--- src/rtl/wash_program.sv ---
// wash_program: wash-cycle program selector and phase sequencer.
//   cp, rst      : clock (rising edge), synchronous active-high reset
//   state        : system state (0 shutDown, 1 begin, 2 set, 3 run,
//                  4 error, 5 pause, 6 finish)
//   click        : selection pulse; with timeBtn=1 it adjusts a custom time
//   timeBtn      : qualifies click as a time adjust
//   adjSel       : phase whose custom time is adjusted
//   tick         : one-cycle time-unit pulse
//   mode         : selected program (all ones = custom)
//   phaseMask    : enabled phases
//   phaseTime    : packed per-phase times, phase i at [i*TW +: TW]
//   curPhase     : phase being executed
//   remain       : time left in curPhase
//   totalRemain  : time left in the whole program
//   phaseDone    : one-cycle pulse at the end of each phase
//   allDone      : sticky program-complete flag
module wash_program #(
  parameter int N_PHASE  = 3,
  parameter int TW       = 3,
  parameter int DEF_TIME = 3,
  parameter int MAX_TIME = 7,
  localparam int AW  = (N_PHASE > 1) ? $clog2(N_PHASE) : 1,
  localparam int TRW = TW + AW + 1
) (
  input  logic                  cp,
  input  logic                  rst,
  input  logic [2:0]            state,
  input  logic                  click,
  input  logic                  timeBtn,
  input  logic [AW-1:0]         adjSel,
  input  logic                  tick,
  output logic [N_PHASE-1:0]    mode,
  output logic [N_PHASE-1:0]    phaseMask,
  output logic [N_PHASE*TW-1:0] phaseTime,
  output logic [AW-1:0]         curPhase,
  output logic [TW-1:0]         remain,
  output logic [TRW-1:0]        totalRemain,
  output logic                  phaseDone,
  output logic                  allDone
);

  typedef enum logic [2:0] {
    ST_SHUTDOWN = 3'd0,
    ST_BEGIN    = 3'd1,
    ST_SET      = 3'd2,
    ST_RUN      = 3'd3,
    ST_ERROR    = 3'd4,
    ST_PAUSE    = 3'd5,
    ST_FINISH   = 3'd6
  } sys_state_e;

  sys_state_e    st, prev_st;
  logic [TW-1:0] ctime [N_PHASE];
  logic [TW-1:0] ptime [N_PHASE];
  logic          custom;
  logic [AW-1:0] first_ph, next_ph;
  logic          first_ok, next_ok;
  logic          run_entry;

  assign st        = sys_state_e'(state);
  // Resuming from pause is not an entry, so the loaded phase survives.
  assign run_entry = (st == ST_RUN) && (prev_st != ST_RUN) && (prev_st != ST_PAUSE);

  // Presets: mask = all-ones minus mode, which is simply ~mode.
  always_comb begin
    custom    = &mode;
    phaseMask = custom ? '1 : ~mode;
    phaseTime = '0;
    for (int unsigned i = 0; i < N_PHASE; i++) begin
      ptime[i] = '0;
      if (phaseMask[i])
        ptime[i] = custom ? ctime[i] : TW'(DEF_TIME);
      phaseTime[i*TW +: TW] = ptime[i];
    end
  end

  // Lowest enabled phase, next enabled phase above curPhase, and the
  // time still owed by everything after the current phase.
  always_comb begin
    first_ph    = '0;
    first_ok    = 1'b0;
    next_ph     = '0;
    next_ok     = 1'b0;
    totalRemain = TRW'(remain);
    for (int unsigned i = 0; i < N_PHASE; i++) begin
      if (phaseMask[i] && !first_ok) begin
        first_ph = AW'(i);
        first_ok = 1'b1;
      end
      if (phaseMask[i] && (i > 32'(curPhase))) begin
        if (!next_ok) begin
          next_ph = AW'(i);
          next_ok = 1'b1;
        end
        totalRemain = totalRemain + TRW'(ptime[i]);
      end
    end
    if (allDone)
      totalRemain = '0;
  end

  always_ff @(posedge cp) begin
    if (rst) begin
      mode      <= '0;
      curPhase  <= '0;
      remain    <= '0;
      phaseDone <= 1'b0;
      allDone   <= 1'b0;
      prev_st   <= ST_SHUTDOWN;
      for (int unsigned i = 0; i < N_PHASE; i++)
        ctime[i] <= TW'(DEF_TIME);
    end else begin
      prev_st   <= st;
      phaseDone <= 1'b0;
      case (st)
        ST_SHUTDOWN: begin
          curPhase <= '0;
          remain   <= '0;
          allDone  <= 1'b0;
        end
        ST_BEGIN: begin
          mode     <= '0;
          curPhase <= '0;
          remain   <= '0;
          allDone  <= 1'b0;
          for (int unsigned i = 0; i < N_PHASE; i++)
            ctime[i] <= TW'(DEF_TIME);
        end
        ST_SET: begin
          if (click) begin
            if (timeBtn) begin
              mode <= '1;
              for (int unsigned i = 0; i < N_PHASE; i++)
                if ((32'(adjSel) == i) && (ctime[i] < TW'(MAX_TIME)))
                  ctime[i] <= ctime[i] + TW'(1);
            end else begin
              mode <= mode + 1'b1;
              for (int unsigned i = 0; i < N_PHASE; i++)
                ctime[i] <= TW'(DEF_TIME);
            end
          end
        end
        ST_RUN: begin
          if (run_entry) begin
            curPhase <= first_ph;
            remain   <= ptime[first_ph];
            allDone  <= 1'b0;
          end else if (tick && !allDone) begin
            if (remain > TW'(1)) begin
              remain <= remain - TW'(1);
            end else if (remain == TW'(1)) begin
              phaseDone <= 1'b1;
              if (next_ok) begin
                curPhase <= next_ph;
                remain   <= ptime[next_ph];
              end else begin
                remain  <= '0;
                allDone <= 1'b1;
              end
            end
          end
        end
        default: ;  // error, pause, finish: hold
      endcase
    end
  end

endmodule

--- config.mk ---
export PLATFORM = sky130hd
export DESIGN_NAME = wash_program
export DESIGN_NICKNAME = d
export VERILOG_FILES = /design/src/rtl/wash_program.sv
export SDC_FILE = /design/constraint.sdc
export NUM_CORES = 1
export LEC_CHECK = 0
export ABC_CLOCK_PERIOD_IN_PS = 3700
export BUFFER_PORTS_ARGS = -buffer_cell sky130_fd_sc_hd__clkbuf_2
export CAP_MARGIN = 25
export CORE_MARGIN = 4
export CORE_UTILIZATION = 55
export DETAILED_ROUTE_END_ITERATION = 12
export PLACE_DENSITY = 0.8
export SYNTH_ARGS = -nofsm -noshare
export SYNTH_HDL_FRONTEND = slang
export SYNTH_SLANG_ARGS = --single-unit
--- constraint.sdc ---
create_clock -name cp -period 3.7 [get_ports cp]
set_input_delay 0.185 -clock cp [delete_from_list [all_inputs] [get_ports cp]]
set_output_delay 0.185 -clock cp [all_outputs]
set_load 0.02 [all_outputs]
Yosys cells after proc, flatten, opt, wreduce, memory -nomap -nowiden
Memories as Yosys holds them, arrays and structs flattened.
Index checks and enable logic that the tools add are counted.
{"block": "totals", "regBits": 13, "mem_bits_rw": 9, "in_bits": 10, "output_inout_bits": 28, "elab_cells": 159, "mem_count": 1}
{"block": "op_classes", "addsub": 7, "order_cmp": 8, "n_eq_ne": 15, "muxes": 84, "bitwise": 14, "n_reduce_logical": 24}
{"name": "ctime", "words": 3, "word_bits": 3, "read_ports": 3, "rd_clocked_by_memory_dff": 0, "write_ports": 3, "line_no": "53", "source": "logic [TW-1:0] ctime [N_PHASE];"}
{"cell": "3-bit 2-to-1 mux", "count": 27}
{"cell": "1-bit 2-to-1 mux", "count": 40}
{"cell": "2-bit 2-to-1 mux", "count": 8}
{"cell": "3-bit by 1-bit adder with 3-bit output (second input constant)", "count": 4}
{"cell": "3-bit binary-select mux with 2-bit select", "count": 2}
{"cell": "6-bit 2-to-1 mux", "count": 2}
{"cell": "3-bit != test (second input constant)", "count": 4}
{"cell": "3-bit one-hot mux with 2 select lines", "count": 2}
{"cell": "1-bit logical AND", "count": 10}
{"cell": "5-bit AND reduction", "count": 2}
{"cell": "3-bit less-than comparator (second input constant)", "count": 3}
{"cell": "3-bit by 2-bit != test with 1-bit output (second input constant)", "count": 3}
{"cell": "1-bit bitwise OR", "count": 9}
{"cell": "6-bit by 3-bit adder with 6-bit output", "count": 1}
{"cell": "3-bit by 1-bit equality test with 1-bit output (second input constant)", "count": 2}
{"cell": "3-bit by 2-bit equality test with 1-bit output (second input constant)", "count": 2}
{"cell": "3-bit greater-or-equal comparator (second input constant)", "count": 2}
{"cell": "2-bit NOT with 3-bit output", "count": 2}
{"cell": "3-bit AND reduction", "count": 2}
{"cell": "5-bit OR reduction", "count": 1}
{"cell": "3-bit by 3-bit adder with 4-bit output", "count": 1}
{"cell": "4-bit 2-to-1 mux", "count": 1}
{"cell": "4-bit by 2-bit != test with 1-bit output (second input constant)", "count": 1}
{"cell": "2-bit one-hot mux with 2 select lines", "count": 1}
{"cell": "16 further kinds", "count": 20}

Depth between registers and ports, before layout
Gate-level depths: netlist of the first run.
{"block": "logic_depth", "depth_word": 16, "mapped_depth": 16, "mapped_depth_nobuf": 15}

Worst setup path after synthesis of the first run
OpenSTA, ideal clock, no wires.
{"block": "synth_path", "path_kind": "register to output", "from": "register mode[0]", "to": "output totalRemain[2]", "arrival_time_ns": 3.308, "t_required_ns": 3.515, "path_slack_ns": 0.207, "path_stages_with_launch": 14, "n_path_buf": 1, "path_cell_list": "dfxtp_1 ha_1 ha_1 buf_6 or2_1 nand2_1 ha_1 ha_1 nand3_1 o21ai_1 fa_1 xor2_1 nor2_1 a311oi_1"}
{"block": "synth_between", "elab_chain_cells": 8, "elab_cells_between_ends": 13, "classes_between": "add/sub: 2; mux: 8; reduce/logical: 3"}
{"item": "start, declared", "line_no": "32", "source": "output logic [N_PHASE-1:0] mode,"}
{"item": "start signal, assigned", "line_no": "137", "source": "mode <= mode + 1'b1;"}
{"item": "3-bit AND reduction (*)", "line_no": "66", "source": "custom = &mode;"}
{"item": "3-bit 2-to-1 mux (on tied branches)", "line_no": "72, 67"}
{"item": "3-bit 2-to-1 mux (*)", "line_no": "71", "source": "if (phaseMask[i])"}
{"item": "net phaseTime[3]", "line_no": "34", "source": "output logic [N_PHASE*TW-1:0] phaseTime,"}
{"item": "3-bit by 3-bit adder with 4-bit output (*)", "line_no": "95", "source": "totalRemain = totalRemain + TRW'(ptime[i]);"}
{"item": "4-bit 2-to-1 mux (*)", "line_no": "90", "source": "if (phaseMask[i] && (i > 32'(curPhase))) begin"}
{"item": "6-bit by 3-bit adder with 6-bit output", "line_no": "95"}
{"item": "6-bit 2-to-1 mux (*)", "line_no": "90"}
{"item": "6-bit 2-to-1 mux (*)", "line_no": "98", "source": "if (allDone)"}
{"item": "end, declared", "line_no": "37", "source": "output logic [TRW-1:0] totalRemain,"}
Mark *: on every way through the listed nets, which the timed path passes. The rest lies on a longest branch.

Worst setup path after layout of the first run
{"block": "layout_path", "from": "register mode[0]", "to": "output totalRemain[2]"}
{"block": "layout_between", "elab_chain_cells": 8, "elab_cells_between_ends": 13, "classes_between": "add/sub: 2; mux: 8; reduce/logical: 3"}
{"item": "3-bit AND reduction (*)", "line_no": "66"}
{"item": "3-bit 2-to-1 mux (on tied branches)", "line_no": "72, 67"}
{"item": "3-bit 2-to-1 mux", "line_no": "71"}
{"item": "3-bit by 3-bit adder with 4-bit output", "line_no": "95"}
{"item": "4-bit 2-to-1 mux", "line_no": "90"}
{"item": "6-bit by 3-bit adder with 6-bit output", "line_no": "95"}
{"item": "6-bit 2-to-1 mux (*)", "line_no": "90"}
{"item": "6-bit 2-to-1 mux (*)", "line_no": "98"}
Mark *: on every way between the ends. The rest lies on a longest branch, timed or not.

==> results.md, run 1 <==
* Run status: completed
* Post-DRT Antenna Nets at 0
* Rel. slew slack at 54.3%
* Post-CTS Setup Bufs at 0
* Vias in the first global route at approximately 1600
* Clock sink count at 22
* Crit-path cells: ha_1 -> ha_4 -> or2_4 -> nand2_1 -> ha_1 -> ha_1 -> nand3_1 -> o21ai_1 -> fa_1 -> xor2_1 -> nor2_1 -> a311oi_1 -> clkbuf_2
* Fin Setup TNS at 0 ps
* LEAKAGE at 0.874 nW
* Largest family of logic cells by synthesized area: simple AND/OR/NAND/NOR gates
* DRT Wirelength at ~4700 um
* Top Ports at 38
* CP top delay family: adder cells
* Initial DRC Count at 130
* Die Height at 66.3 um
* Layout cells sized above 1 at 22.3%
* Hold Crit Start: state[2]
* Endpoints failing setup at 0
* WP buf/inv at 1
* TritonCTS clock tree: built
* P&R area growth vs syn at 13.9%
* Routability cong. at 0.872
* Clk_skew at 8.03 ps
* Post-Synth Adder-Cell Area at between 10 and 15%
* Drc violations at 0
* Synth Area in XOR/XNOR at 3.28%
* Site Rows at 20
* FILL cells at 301
* Max cap viols at 0
* Final Max Slew Viols at 0
* RSZ-0062 raised after global routing: no
* Post-synthesis mux area share at approximately 3.9%
* Origin of the critical flop-to-flop path: mode[0]$_SDFFE_PP0P_
* Post-synth EDFFs at 9
* # diodes at 0
* Area contributors post-synth: edfxtp_1 (14%), dfxtp_1 (14%), ha_1 (10%)
* Yosys top cell area share at about 14%
* Initial antenna violation count at 0
* Initial core utilization at between 50% and 60%
* Hold Buf Count CTS at 0
* Post-DP HPWL at between 3000 and 4000 um
* DR WL/cell at 15.2 um
* Crit Path Category: reg -> out
* Worst Setup Slack, final at 178 ps
* Synth cell count leaders: nor2_1 (23), nand2_1 (21), a21oi_1 (20), ha_1 (15), o21ai_0 (14)
* Final Cycle Share at a little over nine tenths
* CTS Buf Count at 3
* H-Tree Depth at 1
* Data arrival, critical path at 3340 ps
* Total iterations of the first detailed-routing run at 5
* Place WS at 271 ps
* Startpoint Class: flop
* Measured slew at the worst slew-check pin at 678 ps
* Clock buffer depth at 2
* Core area at 3150 um2
* Post-Syn Area at 1870 um2
* Ys Warns at 0
* Mean Syn Cell Area at 8.16 um2
* Largest net degree at the start of global routing at 17
* Overflow after GRT at 0
* Count leader, synth: nor2_1
* Max IR drop VDD at 0.000266 V
* # nets final at roughly 290
* Clock slew at reported path FFs at 120 ps
* Pwr/cell area at 235 nW/um2
* Skew-Pair Late Insertion Delay at 320 ps
* Clock root buffer: clkbuf_4
* Largest stage delay, worst path at 460 ps
* DR vias/cell at ~5.7
* HP Class: in -> reg
* Die area at 4400 um2
* Tot GR Track Use at 23.0%
* Sequential fraction of the synthesis area at 28.4%
* Final min period at 3520 ps
* Syn nets at 255
* Worst setup path startpoint: mode[0]$_SDFFE_PP0P_
* Leading area contributor after synthesis: edfxtp_1
* I/O Buffers at 36
* Die X-Extent at 66.3 um
* Simple-gate share of the synthesized area at between 20% and 30%
* Routed via count at ~1800
* Final Hold Viols at 0
* Maximum clock frequency at 284 MHz
* Crit path max fanout at 13
* Most common flop cell mapped by yosys: dfxtp_1
* Most common cell on crit path: ha_1
* Async SR Flop Fraction at 0%
* Synth Area in Compound Gates at 22.1%
* Fin util at 67.5%
* Unique cell type count in the Yosys netlist at 59
* Global-route wire length before repair at 7820 um
* Register bit total from synthesis at 22
* Req. time, crit path at 3510 ps
* Critical-path top delay cell: fa_1
* CP Capture Type: output pin
* Synth Instances at between 200 and 250
==> placed cells by master, fill, tap and decap left out, types with 3 or more instances in the layout <==
cell type,count
edfxtp_1,9
nand2_1,21
a21oi_1,19
nor4_1,3
nand2b_1,8
a21o_1,3
nor2_1,23
nand3b_1,4
inv_1,13
a21oi_2,3
o21ai_1,4
nor3_1,4
mux2i_1,4
o31ai_1,3
clkbuf_4,3
nor2b_1,4
dfxtp_1,11
ha_1,14
o21ai_0,14
clkbuf_2,36
and2_1,6
xor2_1,5
nand3_1,5
==> routing by layer <==
metal	global-route usage [%]	up-vias	share of wire, %
li1	-	894	-
met1	30.9	811	46
met5	0	-	0
met2	37.4	46	48
met3	3.74	9	4.2
met4	7.61	0	1.9
==> worst reg2reg max path, delay by kind of cell, from the launching register on <==
family                   cells  cell delay, ps
AO/OA/AOI/OAI                2             320
buffers and inverters        1              80
multiplexers                 1              90
adder cells (fa/ha/maj)      2             510
flip-flops                   1             430
AND/OR/NAND/NOR              2             870
==> repair_timing <==
item,4_1_cts,5_1_grt
setup endpoints to repair,2,4
cloned,0,0
resized for setup,1,6
==> where the power goes <==
| group | internal (W) | switching, W |
|---|---|---|
| combinational | 0.0000376 | 0.0000618 |
| sequential | 0.000257 | 0.00000741 |
| clock | 0.0000603 | 0.0000754 |
==> per-stage QoR <==
step           power [W]  std cells  hold slack [ps]  instance area [um2]
2_1_floorplan   0.000339        229              257                 1870
3_3_place_gp    0.000366        304              472                 2070
3_5_place_dp    0.000368        304              473                 2070
4_1_cts         0.000500        308              123                 2110
5_1_grt         0.000528        308              136                 2130
6_report        0.000500        308              131                 2130
==> cells by family (layout without fill, tap and decap cells) <==
group | after synthesis | after routing
compound gates | 64 | 64
mux | 6 | 6
flops | 22 | 22
fa+ha+maj | 16 | 16
other cells | 1 | 1
simple gates | 91 | 91
buf+inv | 22 | 57
xor+xnor | 7 | 7
==> sequential cells by signal, summed over array words and instances, names as in the netlist <==
| name | count |
|---|---|
| allDone | 1 |
| ctime | 9 |
| curPhase | 2 |
| mode | 3 |
| phaseDone | 1 |
| prev_st | 3 |
| remain | 3 |
==> cell type report <==
type / count / area [um2] / area share, %
sequential: 22 / 536 / 25.1
timing repair buffer: 37 / 188 / 8.81
multi-input combinational: 185 / 1250 / 58.8
inverter: 16 / 62.6 / 2.94
clock buffer: 4 / 36.3 / 1.70
tap: 44 / 55.1 / 2.59
==> path summary, 6_finish.rpt <==
| kind | slack (ps) | cells after the start | endpoint |
|---|---|---|---|
| worst max-delay path | 180 | 13 | totalRemain[2] |
| worst min register to register | 570 | 2 | remain[1]$_SDFFE_PP0P_ |
| worst max register to register | 1340 | 8 | curPhase[1]$_SDFFE_PP0P_ |
| worst min-delay path | 130 | 3 | prev_st[2]$_SDFF_PP0_ |
No activity file was read; power rests on OpenSTA's default activity.
==> run 2, diff against run 1 <==
Settings changed: ABC_AREA from default to 1, PLACE_DENSITY 0.8 to 0.89.
==> results.md, run 2 <==
* Vias in the first global route at 1774 (+7.8%)
* Worst Setup Slack, final at 215 ps (+37.4 ps)
* Async SR Flop Fraction at 0% (unchanged)
* Leading area contributor after synthesis: edfxtp_1
* Largest net degree at the start of global routing at 14 (-3)
* Clock buffer depth at 2 (unchanged)
* Final Cycle Share at 94.2% (-1.0 points)
* TritonCTS clock tree: built
* Ys Warns at 0 (unchanged)
* Max FFs per register at 9 (unchanged)
* CP Capture Type: output pin
* Critical-path top delay cell: dfxtp_4
* Run status: completed
* R2R Setup Slk at 1790 ps (+450 ps)
* Req. time, crit path at 3510 ps (about the same)
* Largest family of logic cells by synthesized area: simple AND/OR/NAND/NOR gates
* Clock slew at reported path FFs at 130 ps (about the same)
* # nets final at 335 (+15%)
* Hold Crit Start: state[1]
* Max IR drop VDD at 0.000165 V (-38%)
* Die Height at 65.9 um (-0.68%)
* Area contributors post-synth: edfxtp_1 (15%), dfxtp_1 (14%), nand2_1 (13%)
* DR WL/cell at 13.5 um (-11%)
* Tot GR Track Use at 21.6% (-1.5 points)
* Initial core utilization at 58.8% (-0.45 points)
* Post-Synth Adder-Cell Area at 11.3% (+0.17 points)
* Post-Syn Area at 1840 um2 (-1.5%)
* Syn nets at 295 (+16%)
* # diodes at 0 (unchanged)
* Yosys top cell area share at 14.7% (+0.23 points)
* I/O Buffers at 36 (unchanged)
* Overflow after GRT at 0 (unchanged)
* Place WS at 302 ps (+31.2 ps)
* Most common flop cell mapped by yosys: dfxtp_1
* Crit path max fanout at 7 (-6)
* Skew-Pair Late Insertion Delay at 310 ps (about the same)
* CP top delay family: adder cells
* WHS Endpoint: prev_st[1]$_SDFF_PP0_
* Simple-gate share of the synthesized area at 31.5% (+6.2 points)
* Crit Path Category: reg -> out
* M3 GR Usage at 3.06% (-0.68 points)
* P&R area growth vs syn at 15.7%
* Max cap viols at 0 (unchanged)
* Synth Area in XOR/XNOR at 2.86% (-0.42 points)
* HP Class: in -> reg
* Clk_skew at 10.8 ps (+2.74 ps)
* Final Max Slew Viols at 0 (unchanged)
* Die X-Extent at 65.9 um (-0.68%)
* Largest stage delay, worst path at 390 ps (-70 ps)
* Startpoint Class: flop
* Final min period at 3480 ps (-37.4 ps)
* Most common cell on crit path: nand2_1
* Unique cell type count in the Yosys netlist at 34 (-42%)
* H-Tree Depth at 1 (unchanged)
* Data arrival, critical path at 3300 ps (-40 ps)
* Top Ports at 38 (unchanged)
* WP buf/inv at 4 (+3)
* Routed via count at 1952 (+11%)
* Count leader, synth: nand2_1
* Post-synth EDFFs at 9 (unchanged)
* WHS Path Cells at 3 (unchanged)
* Hold Buf Count CTS at 0 (unchanged)
* Die area at 4340 um2 (-1.4%)
* Site Rows at 20 (unchanged)
* Clock sink count at 22 (unchanged)
* Drc violations at 0 (unchanged)
* Register bit total from synthesis at 22 (unchanged)
* Power, Total at 0.000628 W (+26%)
* FILL cells at 276 (-8.3%)
* Fin util at 68.1% (+0.54 points)
* Synth cell count leaders: nand2_1 (65), inv_1 (40), nor2_1 (24), nand3_1 (22), a21oi_1 (17)
* Most common cell after layout, fill and taps aside: nand2_1
* Worst Reg-to-Reg Cells at 12 (+4)
* Mean Syn Cell Area at 6.84 um2 (-16%)
* DR vias/cell at 5.55 (-3.0%)
* Pwr/cell area at 295 nW/um2 (+26%)
* Busiest layer in global routing: met2
* Initial DRC Count at 109 (-16%)
* Post-DRT Antenna Nets at 0 (unchanged)
* Crit Reg-Reg Endpoint: remain[1]$_SDFFE_PP0P_
* Origin of the critical flop-to-flop path: mode[1]$_SDFFE_PP0P_
* Largest register by flop count: ctime
* Initial antenna violation count at 0 (unchanged)
* Met2 Usage GRT at 35.3% (-2.1 points)
* Final Hold Viols at 0 (unchanged)
* Post-synthesis mux area share at 0% (-3.9 points)
* Clock root buffer: clkbuf_4
* Met1 usage at 28.2% (-2.6 points)
* LEAKAGE at 1.05 nW (+20%)
* Crit-path cells: ha_1 -> ha_4 -> inv_4 -> nand2_4 -> o21ai_2 -> nand2_1 -> nand2_1 -> inv_1 -> ha_1 -> inv_1 -> nand2_1 -> xnor2_2 -> a21oi_1 -> ha_1 -> nand3_1 -> a21oi_2 -> nand3_1 -> nand2_1 -> nor2_1 -> clkbuf_2
* Synth Instances at 269 (+17%)
* Core area at 3130 um2 (-0.79%)
* Endpoints failing setup at 0 (unchanged)
* DRT Wirelength at 4750 um (+1.4%)
* Synth Area in Compound Gates at 14.3% (-7.8 points)
* Total iterations of the first detailed-routing run at 6 (+1)
* Most frequent cells in the layout: nand2_1 (65), inv_1 (40), clkbuf_2 (36)
* Layout cells sized above 1 at 22.4% (+0.054 points)
* CTS Buf Count at 3 (unchanged)
* Post-DP HPWL at 3570 um (about the same)
* Global-route wire length before repair at 7340 um (-6.1%)
* Routability cong. at 0.883 (+1.3%)
* Maximum clock frequency at 287 MHz (+1.1%)
* Sequential fraction of the synthesis area at 28.8% (+0.44 points)
## run 2: cell types whose count changed in the layout (fill, tap and decap cells not counted), moves of 5 or more
cell and delta:
nand2_1 +44, nand3_1 +17, o21ai_0 -5, nand2b_1 -8, and2_1 -6, inv_1 +27
## run 2: logic make-up after synthesis
kind of cell	Yosys count
simple gates	130
fa+ha+maj	16
compound gates	44
buf+inv	50
other cells	1
xor+xnor	6
flops	22
## run 2: where the power goes
part           switching (W)  leakage [nW]  internal [W]  total (W)
Clock              0.0000748        0.0150     0.0000421   0.000117
Combinational       0.000156         0.851     0.0000825   0.000238
Sequential         0.0000115         0.182      0.000261   0.000273
Total               0.000242          1.05      0.000386   0.000628
## run 2: worst max-delay path by stage
stage	start	to	slack [ps]	depth (start not counted)
final	mode[0]$_SDFFE_PP0P_	totalRemain[3]	220	20
after global routing	mode[1]$_SDFFE_PP0P_	totalRemain[3]	-80	21
after CTS	mode[0]$_SDFFE_PP0P_	totalRemain[3]	50	21
after detailed placement	mode[0]$_SDFFE_PP0P_	totalRemain[3]	300	21
after global placement	mode[1]$_SDFFE_PP0P_	totalRemain[3]	550	21
after floorplan	mode[1]$_SDFFE_PP0P_	totalRemain[3]	570	17
## run 2: cell type report
type | instances | area (um2) | area share [%]
clock buffer | 4 | 26.3 | 1.23
timing repair buffer | 39 | 203 | 9.52
tap | 44 | 55.1 | 2.59
inverter | 46 | 175 | 8.23
sequential | 22 | 536 | 25.1
multi-input combinational | 197 | 1130 | 53.3
## run 2: layer usage
metal | part of all wire (%) | vias up
met2 | 46 | 105
met1 | 41 | 869
li1 | - | 953
met4 | 4.0 | 0
met3 | 9.1 | 25
met5 | 0 | -
## run 2: repair_timing
action,CTS,global route
gates resized for setup,1,8
pin swaps,0,1
endpoints found under the setup margin,1,3
setup buffers,0,3
hold endpoints to repair,0,0
## run 2: through the flow
step | instances | hold slack (ps) | cell area, um2 | setup TNS [ps]
3_3_place_gp | 345 | 457 | 2050 | 0
3_5_place_dp | 345 | 459 | 2050 | 0
2_1_floorplan | 269 | 307 | 1840 | 0
6_report | 352 | 130 | 2130 | 0
4_1_cts | 349 | 123 | 2070 | 0
5_1_grt | 352 | 144 | 2130 | -83.1
## run 2: tightest hold or removal path: cells and delay by family
kind | cells | cell delay, ps
buffers and inverters | 2 | 180
and+or+nand+nor | 1 | 40
